[config.mk]
export PLATFORM = sky130hd
export DESIGN_NAME = multicycle_controller_flat
export DESIGN_NICKNAME = d
export VERILOG_FILES = /design/src/rtl/multicycle_controller_pkg.sv /design/src/rtl/multicycle_controller_if.sv /design/src/rtl/multicycle_controller_alu_decoder.sv /design/src/rtl/multicycle_controller.sv /design/src/flat_wrapper.sv
export SDC_FILE = /design/constraint.sdc
export NUM_CORES = 1
export LEC_CHECK = 0
export CAP_MARGIN = 5
export CORE_UTILIZATION = 38
export DETAILED_ROUTE_END_ITERATION = 10
export PLACE_DENSITY = 0.78
export SLEW_MARGIN = 10
export SYNTH_ARGS = -nofsm -noshare
export SYNTH_HDL_FRONTEND = slang
export SYNTH_SLANG_ARGS = --single-unit
[constraint.sdc]
create_clock -name clk -period 2.2 [get_ports clk]
set_input_delay 0.55 -clock clk [delete_from_list [all_inputs] [get_ports clk]]
set_output_delay 0.55 -clock clk [all_outputs]
set_load 0.02 [all_outputs]
[src/rtl/multicycle_controller_pkg.sv]
// rtl/multicycle_controller_pkg.sv - opcodes, state encoding and datapath select encodings for the multicycle RV32I controller
package multicycle_controller_pkg;

  localparam logic [6:0] OP_LW    = 7'b0000011;
  localparam logic [6:0] OP_SW    = 7'b0100011;
  localparam logic [6:0] OP_RTYPE = 7'b0110011;
  localparam logic [6:0] OP_ITYPE = 7'b0010011;
  localparam logic [6:0] OP_JAL   = 7'b1101111;
  localparam logic [6:0] OP_BEQ   = 7'b1100011;

  typedef enum logic [3:0] {
    S_FETCH    = 4'd0,
    S_DECODE   = 4'd1,
    S_MEMADR   = 4'd2,
    S_MEMREAD  = 4'd3,
    S_MEMWB    = 4'd4,
    S_MEMWRITE = 4'd5,
    S_EXECR    = 4'd6,
    S_EXECI    = 4'd7,
    S_ALUWB    = 4'd8,
    S_JAL      = 4'd9,
    S_BEQ      = 4'd10,
    S_TRAP     = 4'd11
  } state_e;

  typedef enum logic [1:0] {
    ALUOP_ADD   = 2'b00,
    ALUOP_SUB   = 2'b01,
    ALUOP_FUNCT = 2'b10
  } aluop_e;

  localparam logic [1:0] IMM_I = 2'b00;
  localparam logic [1:0] IMM_S = 2'b01;
  localparam logic [1:0] IMM_B = 2'b10;
  localparam logic [1:0] IMM_J = 2'b11;

  localparam logic [1:0] SRCA_PC    = 2'b00;
  localparam logic [1:0] SRCA_OLDPC = 2'b01;
  localparam logic [1:0] SRCA_RS1   = 2'b10;

  localparam logic [1:0] SRCB_RS2  = 2'b00;
  localparam logic [1:0] SRCB_IMM  = 2'b01;
  localparam logic [1:0] SRCB_FOUR = 2'b10;

  localparam logic [1:0] RES_ALUOUT    = 2'b00;
  localparam logic [1:0] RES_DATA      = 2'b01;
  localparam logic [1:0] RES_ALURESULT = 2'b10;

  localparam logic [2:0] ALU_ADD = 3'b000;
  localparam logic [2:0] ALU_SUB = 3'b001;
  localparam logic [2:0] ALU_AND = 3'b010;
  localparam logic [2:0] ALU_OR  = 3'b011;
  localparam logic [2:0] ALU_SLT = 3'b101;

  // Extender format follows the opcode alone, independent of FSM state.
  function automatic logic [1:0] imm_src_of(input logic [6:0] op);
    case (op)
      OP_SW:   return IMM_S;
      OP_BEQ:  return IMM_B;
      OP_JAL:  return IMM_J;
      default: return IMM_I;
    endcase
  endfunction

endpackage

[src/rtl/multicycle_controller_if.sv]
// rtl/multicycle_controller_if.sv - instruction fields, status flags and datapath controls between controller and datapath
interface multicycle_controller_if;

  logic [6:0] op;
  logic [2:0] funct3;
  logic       funct7b5;
  logic       zero;
  logic       mem_ready;
  logic [1:0] immsrc;
  logic [1:0] alusrca;
  logic [1:0] alusrcb;
  logic [1:0] resultsrc;
  logic [2:0] alucontrol;
  logic       adrsrc;
  logic       irwrite;
  logic       pcwrite;
  logic       regwrite;
  logic       memwrite;
  logic       illegal;

  modport master (
    input  op, funct3, funct7b5, zero, mem_ready,
    output immsrc, alusrca, alusrcb, resultsrc, alucontrol,
           adrsrc, irwrite, pcwrite, regwrite, memwrite, illegal
  );

  modport slave (
    output op, funct3, funct7b5, zero, mem_ready,
    input  immsrc, alusrca, alusrcb, resultsrc, alucontrol,
           adrsrc, irwrite, pcwrite, regwrite, memwrite, illegal
  );

endinterface

[src/rtl/multicycle_controller_alu_decoder.sv]
// rtl/multicycle_controller_alu_decoder.sv - maps aluop and funct fields to the ALU operation code
module alu_decoder
  import multicycle_controller_pkg::*;
(
  input  aluop_e     aluop,
  input  logic [2:0] funct3,
  input  logic       funct7b5,
  input  logic       op5,
  output logic [2:0] alucontrol
);

  always_comb begin
    alucontrol = ALU_ADD;
    case (aluop)
      ALUOP_ADD: alucontrol = ALU_ADD;
      ALUOP_SUB: alucontrol = ALU_SUB;
      ALUOP_FUNCT: begin
        case (funct3)
          // Only R-type may subtract; addi with imm[10]=1 must stay an add.
          3'b000:  alucontrol = (op5 & funct7b5) ? ALU_SUB : ALU_ADD;
          3'b010:  alucontrol = ALU_SLT;
          3'b110:  alucontrol = ALU_OR;
          3'b111:  alucontrol = ALU_AND;
          default: alucontrol = ALU_ADD;
        endcase
      end
      default: alucontrol = ALU_ADD;
    endcase
  end

endmodule

[src/rtl/multicycle_controller.sv]
// rtl/multicycle_controller.sv - main control FSM sequencing the shared ALU, memory port and extender
module multicycle_controller
  import multicycle_controller_pkg::*;
#(
  parameter bit ILLEGAL_TRAP = 1'b1
) (
  input logic                     clk,
  input logic                     reset_n,
  multicycle_controller_if.master ctl
);

  state_e     state_q, state_d;
  aluop_e     aluop;
  logic [1:0] alusrca, alusrcb, resultsrc;
  logic       adrsrc, irwrite, pcwrite, regwrite, memwrite, illegal;

  always_ff @(posedge clk or negedge reset_n) begin
    if (!reset_n) state_q <= S_FETCH;
    else          state_q <= state_d;
  end

  always_comb begin
    state_d = state_q;
    case (state_q)
      S_FETCH:    if (ctl.mem_ready) state_d = S_DECODE;
      S_DECODE: begin
        case (ctl.op)
          OP_LW, OP_SW: state_d = S_MEMADR;
          OP_RTYPE:     state_d = S_EXECR;
          OP_ITYPE:     state_d = S_EXECI;
          OP_JAL:       state_d = S_JAL;
          OP_BEQ:       state_d = S_BEQ;
          default:      state_d = ILLEGAL_TRAP ? S_TRAP : S_FETCH;
        endcase
      end
      S_MEMADR:   state_d = (ctl.op == OP_SW) ? S_MEMWRITE : S_MEMREAD;
      S_MEMREAD:  if (ctl.mem_ready) state_d = S_MEMWB;
      S_MEMWB:    state_d = S_FETCH;
      S_MEMWRITE: if (ctl.mem_ready) state_d = S_FETCH;
      S_EXECR:    state_d = S_ALUWB;
      S_EXECI:    state_d = S_ALUWB;
      S_ALUWB:    state_d = S_FETCH;
      S_JAL:      state_d = S_ALUWB;
      S_BEQ:      state_d = S_FETCH;
      S_TRAP:     state_d = S_TRAP;
      default:    state_d = S_FETCH;
    endcase
  end

  always_comb begin
    aluop     = ALUOP_ADD;
    alusrca   = SRCA_PC;
    alusrcb   = SRCB_RS2;
    resultsrc = RES_ALUOUT;
    adrsrc    = 1'b0;
    irwrite   = 1'b0;
    pcwrite   = 1'b0;
    regwrite  = 1'b0;
    memwrite  = 1'b0;
    illegal   = 1'b0;
    case (state_q)
      S_FETCH: begin
        alusrcb   = SRCB_FOUR;
        resultsrc = RES_ALURESULT;
        irwrite   = ctl.mem_ready;
        pcwrite   = ctl.mem_ready;
      end
      S_DECODE: begin
        alusrca = SRCA_OLDPC;
        alusrcb = SRCB_IMM;
      end
      S_MEMADR: begin
        alusrca = SRCA_RS1;
        alusrcb = SRCB_IMM;
      end
      S_MEMREAD:  adrsrc = 1'b1;
      S_MEMWB: begin
        resultsrc = RES_DATA;
        regwrite  = 1'b1;
      end
      S_MEMWRITE: begin
        adrsrc   = 1'b1;
        memwrite = 1'b1;
      end
      S_EXECR: begin
        alusrca = SRCA_RS1;
        aluop   = ALUOP_FUNCT;
      end
      S_EXECI: begin
        alusrca = SRCA_RS1;
        alusrcb = SRCB_IMM;
        aluop   = ALUOP_FUNCT;
      end
      S_ALUWB:    regwrite = 1'b1;
      S_JAL: begin
        alusrca = SRCA_OLDPC;
        alusrcb = SRCB_FOUR;
        pcwrite = 1'b1;
      end
      S_BEQ: begin
        alusrca = SRCA_RS1;
        aluop   = ALUOP_SUB;
        pcwrite = ctl.zero;
      end
      S_TRAP:     illegal = 1'b1;
      default:    ;
    endcase
    // FETCH is entered asynchronously, so its mem_ready-driven enables must be masked during reset.
    if (!reset_n) begin
      irwrite  = 1'b0;
      pcwrite  = 1'b0;
      regwrite = 1'b0;
      memwrite = 1'b0;
    end
  end

  alu_decoder u_alu_decoder (
    .aluop      (aluop),
    .funct3     (ctl.funct3),
    .funct7b5   (ctl.funct7b5),
    .op5        (ctl.op[5]),
    .alucontrol (ctl.alucontrol)
  );

  assign ctl.immsrc    = imm_src_of(ctl.op);
  assign ctl.alusrca   = alusrca;
  assign ctl.alusrcb   = alusrcb;
  assign ctl.resultsrc = resultsrc;
  assign ctl.adrsrc    = adrsrc;
  assign ctl.irwrite   = irwrite;
  assign ctl.pcwrite   = pcwrite;
  assign ctl.regwrite  = regwrite;
  assign ctl.memwrite  = memwrite;
  assign ctl.illegal   = illegal;

endmodule

[src/flat_wrapper.sv]
// flat-port wrapper written by rule: the top's interface ports become plain ports
module multicycle_controller_flat import multicycle_controller_pkg::*;
#(
  parameter bit ILLEGAL_TRAP = 1'b1
)
  (clk, reset_n, ctl_op, ctl_funct3, ctl_funct7b5, ctl_zero, ctl_mem_ready, ctl_immsrc, ctl_alusrca, ctl_alusrcb, ctl_resultsrc, ctl_alucontrol, ctl_adrsrc, ctl_irwrite, ctl_pcwrite, ctl_regwrite, ctl_memwrite, ctl_illegal);
  multicycle_controller_if ctl_i ();
  input logic clk;
  input logic reset_n;
  input wire logic [$bits(ctl_i.op)-1:0] ctl_op;
  input wire logic [$bits(ctl_i.funct3)-1:0] ctl_funct3;
  input wire logic [$bits(ctl_i.funct7b5)-1:0] ctl_funct7b5;
  input wire logic [$bits(ctl_i.zero)-1:0] ctl_zero;
  input wire logic [$bits(ctl_i.mem_ready)-1:0] ctl_mem_ready;
  output wire logic [$bits(ctl_i.immsrc)-1:0] ctl_immsrc;
  output wire logic [$bits(ctl_i.alusrca)-1:0] ctl_alusrca;
  output wire logic [$bits(ctl_i.alusrcb)-1:0] ctl_alusrcb;
  output wire logic [$bits(ctl_i.resultsrc)-1:0] ctl_resultsrc;
  output wire logic [$bits(ctl_i.alucontrol)-1:0] ctl_alucontrol;
  output wire logic [$bits(ctl_i.adrsrc)-1:0] ctl_adrsrc;
  output wire logic [$bits(ctl_i.irwrite)-1:0] ctl_irwrite;
  output wire logic [$bits(ctl_i.pcwrite)-1:0] ctl_pcwrite;
  output wire logic [$bits(ctl_i.regwrite)-1:0] ctl_regwrite;
  output wire logic [$bits(ctl_i.memwrite)-1:0] ctl_memwrite;
  output wire logic [$bits(ctl_i.illegal)-1:0] ctl_illegal;
  assign ctl_i.op = ctl_op;
  assign ctl_i.funct3 = ctl_funct3;
  assign ctl_i.funct7b5 = ctl_funct7b5;
  assign ctl_i.zero = ctl_zero;
  assign ctl_i.mem_ready = ctl_mem_ready;
  assign ctl_immsrc = ctl_i.immsrc;
  assign ctl_alusrca = ctl_i.alusrca;
  assign ctl_alusrcb = ctl_i.alusrcb;
  assign ctl_resultsrc = ctl_i.resultsrc;
  assign ctl_alucontrol = ctl_i.alucontrol;
  assign ctl_adrsrc = ctl_i.adrsrc;
  assign ctl_irwrite = ctl_i.irwrite;
  assign ctl_pcwrite = ctl_i.pcwrite;
  assign ctl_regwrite = ctl_i.regwrite;
  assign ctl_memwrite = ctl_i.memwrite;
  assign ctl_illegal = ctl_i.illegal;
  multicycle_controller #(.ILLEGAL_TRAP(ILLEGAL_TRAP)) u_core (.clk(clk), .reset_n(reset_n), .ctl(ctl_i));
endmodule
# Yosys cells after proc, flatten, opt, wreduce, memory -nomap -nowiden
# Cells that the tools add are included.
# op_classes
bitwise	1
muxes	24
n_eq_ne	25
n_reduce_logical	12
# ops
cell	n
case mux 4 bit (7 select lines)	1
case mux 4 bit (5 select lines)	1
equality test 4 x 3 -> 1 bit, second input constant	4
equality test 4 bit, second input constant	4
case mux 2 bit (2 select lines)	4
equality test 7 x 6 -> 1 bit, second input constant	2
equality test 7 bit, second input constant	2
2-to-1 mux 4 bit	3
case mux 3 bit (4 select lines)	1
OR reduction 2 bit	6
2-to-1 mux 1 bit	10
equality test 4 x 2 -> 1 bit, second input constant	2
equality test 7 x 2 -> 1 bit, second input constant	1
equality test 7 x 5 -> 1 bit, second input constant	1
equality test 3 bit, second input constant	2
inequality test 2 bit, second input constant	3
case mux 2 bit (3 select lines)	1
case mux 3 bit (2 select lines)	1
OR reduction 3 bit	2
equality test 4 x 1 -> 1 bit, second input constant	1
zero test 4 bit	1
OR reduction 4 bit	1
equality test 3 x 2 -> 1 bit, second input constant	1
zero test 3 bit	1
other kinds (6)	6
# word_totals
word_cells	63
regBits	4
inputBits	15
output_inout_bits	17

# Longest topological paths before layout
# depth
ltp_word	5
ltp_mapped	7

# Modules after synthesis
# A second synthesis with hierarchy kept.
# unflattened
hier_cells	81
area_unflattened_um2	675.6
# modules_own_cells
module	instances	seq_area_each_um2	cells_per_inst	area_each_um2
multicycle_controller	1	100.1	70	579.3
alu_decoder	1	0.0	11	96.3

# Least setup slack after synthesis
# Ideal clock, no wire load.
# synth_path
path_type	reg-to-output
startpoint	register u_core.state_q[0]
endpoint	output port ctl_alucontrol[2]
arrival_time_ns	1.896
path_stages_with_launch	6
path_buffers	1
setup_slack_ns	-0.246
required_time_ns	1.650
path_cell_list	dfrtp_1 buf_2 nor3_1 inv_1 ha_1 nor4_1
# synth_between
elab_chain_len	5
word_cells_on_any_way	8
# synth_lines
element	line	text
start, declared	multicycle_controller.sv:12	state_e state_q, state_d;
start signal, assigned	multicycle_controller.sv:19	else state_q <= state_d;
equality test 4 x 3 -> 1 bit	multicycle_controller.sv:61	case (state_q)
OR reduction 2 bit (no line)	n/a	
case mux 2 bit (2 select lines) *	multicycle_controller.sv:61	
equality test 2 bit / equality test 2 x 1 -> 1 bit (equally long branches)	multicycle_controller_alu_decoder.sv:14	case (aluop)
case mux 3 bit (2 select lines) *	multicycle_controller_alu_decoder.sv:14	
end, declared	flat_wrapper.sv:19	output wire logic [$bits(ctl_i.alucontrol)-1:0] ctl_alucontrol;
# Mark *: on every way between the ends. The rest lies on a longest branch, timed or not.

# Worst setup path after layout
# layout_path
startpoint	register u_core.state_q[3]
endpoint	output port ctl_pcwrite
# layout_between
elab_chain_len	3
word_cells_on_any_way	5
# layout_lines
element	line	text
equality test 4 bit / zero test 4 bit (equally long branches)	multicycle_controller.sv:61	
case mux 1 bit (3 select lines) *	multicycle_controller.sv:61	
2-to-1 mux 1 bit *	multicycle_controller.sv:109	if (!reset_n) begin
end, declared	flat_wrapper.sv:22	output wire logic [$bits(ctl_i.pcwrite)-1:0] ctl_pcwrite;
# Marks and branches as above.

==> results.json <==
{
  "comb_power_share_pct": 81.4,
  "edff_count_synth": 0,
  "setup-tns-final_ns": -0.5691,
  "synthMostInstantiatedCell": "sky130_fd_sc_hd__nor2_1",
  "worstSetupStartpoint": "u_core.state_q[3]",
  "clk_path_buf_depth": 2,
  "dominant_cell_type_by_area_after_synthesis": "sky130_fd_sc_hd__dfrtp_1",
  "area.growth.synth_to_final_pct": 117.2,
  "syn_area_per_cell_um2": 6.940,
  "pwr_density_cell_nw_per_um2": 1100,
  "die_h_um": 41.63,
  "worst_setup_sp_type": "flop",
  "routed_wirelength_mm": 3.644,
  "end_kind": "output pin",
  "cts-buffers-inserted": 3,
  "power.switching_fraction_pct": 49.39,
  "finalNetCount": 177,
  "drive_above_1_share_pct": 57.59,
  "critical_path_arrival_ns": 1.86,
  "internal-power_w": 0.0007217,
  "worstSkewPairLatency_ns": 0.25,
  "net-switching-power_w": 0.0007044,
  "antenna_found_initial": 0,
  "routabilityCongestion": 0.8300,
  "setup_viol": 5,
  "drt_iter0_markers": 92,
  "class_of_the_most_critical_setup_path": "flop to output pin",
  "grt_overflow_total": 0,
  "skew_final_ns": 0.008933,
  "unrepaired_setup_endpoints_after_global_routing": "true",
  "maxCapViolCount": 0,
  "most_area_consuming_cells_after_synthesis": "sky130_fd_sc_hd__dfrtp_1 (17%), sky130_fd_sc_hd__nor2b_1 (7.3%), sky130_fd_sc_hd__nand2b_1 (6.3%)",
  "whs_ns": 0.2879,
  "die_area_um2": 1733,
  "postLayoutCoreUtil_pct": 93.76,
  "dp_cells": 159,
  "top_level_ports": 32,
  "synth_commonest_cells": "sky130_fd_sc_hd__nor2_1 (9), sky130_fd_sc_hd__nand2_1 (8), sky130_fd_sc_hd__nor2b_1 (7)",
  "power.share.clock_pct": 7.3,
  "largest_register_ff_count": 4,
  "ys.flop_type": "sky130_fd_sc_hd__dfrtp_1",
  "floorplan.rows": 13,
  "p_seq_share_pct": 11.3,
  "floorplan.initialDensity_pct": 43.17,
  "track_usage_pct": 38.63,
  "outcome": "complete, but fails checks",
  "clock_pin_slew_on_the_worst_setup_and_hold_paths_ns": 0.05,
  "max_flop_register": "u_core.state_q",
  "hpwl_mm": 1.776,
  "final.period_utilization_pct": 109.5,
  "drtAntennaViolNets": 0,
  "cts_root_buf": "sky130_fd_sc_hd__clkbuf_4",
  "class_of_the_tightest_hold_or_removal_check": "input pin to async pin",
  "slew-limit-headroom_pct": 78.63,
  "total_leakage_power_nw": 0.6291,
  "number_of_global_route_vias_before_repair": 1027,
  "cts_hold_repair.buffers": 0,
  "failed_checks": "setup timing",
  "remaining_drc_errors": 0,
  "report.final.hold_viol_count": 0,
  "final-instance-count-excl-fill": 173,
  "synthArstFlopShare_pct": 100.0,
  "yosysTopAreaCellShare_pct": 16.77,
  "num_vias": 1066,
  "worst_slew_pin_slew_ns": 0.3172,
  "drt-vias-per-instance": 6.162,
  "io_buffer_count": 31,
  "postSynthCellCount": 86,
  "total_nets_after_synthesis": 103,
  "netlist_area_um2": 596.8,
  "synth-seq-area-share_pct": 16.77,
  "final_critical_path_setup_slack_ns": -0.2082,
  "yosysUniqueCellTypes": 34,
  "crit_path_max_fanout": 4,
  "synth_seq_cells": 4,
  "critical_path.reg2reg.startpoint": "u_core.state_q[0]",
  "htree_num_levels": 1,
  "place_worst_setup_slack_ns": -0.8786,
  "grt_pass1_wl_mm": 5.126,
  "drt-pass1-iter-count": 7,
  "finalMaxSlewViolations": 0,
  "floorplan.die.width_um": 41.63,
  "tritoncts": "yes",
  "timing.final.crit_period_ns": 2.408,
  "grt_max_degree": 15,
  "antennaDiodeCount": 0,
  "synth.yosys.warnings": 0,
  "tritoncts_num_sinks": 4,
  "timing.fmax_mhz": 415.2,
  "biggestRegsByFlops": "u_core.state_q (4)",
  "cp_data_required_time_ns": 1.65,
  "wl_per_cell_um": 21.06,
  "ir_worst_vdd_v": 0.0008227,
  "core_region_area_um2": 1383
}
kinds of logic after synthesis:
group	count (synthesis)	synth area share, %
adder cells (fa/ha/maj)	2	4.192
buffers and inverters	8	5.451
AND/OR/NAND/NOR	53	49.68
AO/OA/AOI/OAI	15	18.03
flip-flops	4	16.77
XOR/XNOR	4	5.871
layer usage:
metal  wire (um)  up-vias  track usage, %
met3         424       32           3.478
met5           0        -               0
met4         244        0           26.45
met2        1669       98           64.69
met1        1305      484           46.03
li1            -      452               -
metrics by stage:
| step | power, W | instance area, um^2 |
|---|---|---|
| floorplan | 0.0006481 | 614.3 |
| global placement | 0.001124 | 1162 |
| detailed placement | 0.001152 | 1162 |
| CTS | 0.001230 | 1239 |
| global route | 0.001479 | 1296 |
| finish | 0.001426 | 1296 |
worst paths after layout:
path,endpoint,cells after the start,slack (ns)
min in group clk,u_core.state_q[0],3,0.74
hold reg to reg,u_core.state_q[3],3,0.90
hold / removal,u_core.state_q[0],1,0.29
setup / recovery,ctl_pcwrite,6,-0.21
max in group asynchronous,u_core.state_q[3],2,1.57
setup reg to reg,u_core.state_q[2],6,0.38
placed cells by master (no fill, tap or decap), types with 3 or more instances in the layout:
cell type,count
sky130_fd_sc_hd__and3_1,4
sky130_fd_sc_hd__buf_2,3
sky130_fd_sc_hd__buf_4,43
sky130_fd_sc_hd__buf_6,5
sky130_fd_sc_hd__clkbuf_2,12
sky130_fd_sc_hd__clkbuf_4,3
sky130_fd_sc_hd__clkdlybuf4s50_1,5
sky130_fd_sc_hd__dfrtp_1,3
sky130_fd_sc_hd__dlygate4sd2_1,4
sky130_fd_sc_hd__nand2_1,5
sky130_fd_sc_hd__nand2b_1,4
sky130_fd_sc_hd__nand3_1,3
sky130_fd_sc_hd__nor2_1,9
sky130_fd_sc_hd__nor2b_1,6
sky130_fd_sc_hd__xnor2_1,3
power groups by stage:
stage,Sequential [W],Combinational (W),Clock (W)
global placement,0.000140,0.000983,0
detailed placement,0.000139,0.00101,0
CTS,0.000139,0.000998,0.0000917
floorplan,0.000128,0.000520,0
finish,0.000162,0.00116,0.000104
global route,0.000161,0.00121,0.000109
worst max-delay path, cell delays in order (launching register included):
cell and delay [ns]:
sky130_fd_sc_hd__dfrtp_2 0.44, sky130_fd_sc_hd__buf_6 0.13, sky130_fd_sc_hd__or3b_4 0.39, sky130_fd_sc_hd__a21oi_2 0.16, sky130_fd_sc_hd__a31oi_2 0.07, sky130_fd_sc_hd__nor4b_2 0.23, sky130_fd_sc_hd__buf_2 0.20
final cells by class:
class	instances	area (um^2)
multi-input combinational	74	578.1
clock buffer	3	22.52
inverter	3	11.26
tap	15	18.77
fill	49	86.33
timing repair buffer	74	564.3
sequential	4	101.3
what timing repair did:
item,in CTS,in global routing
setup endpoints to repair,17,15
pin swaps,8,10
resized for setup,74,40
setup buffers,5,6
Note: power is estimated with default switching activity, not from simulation.
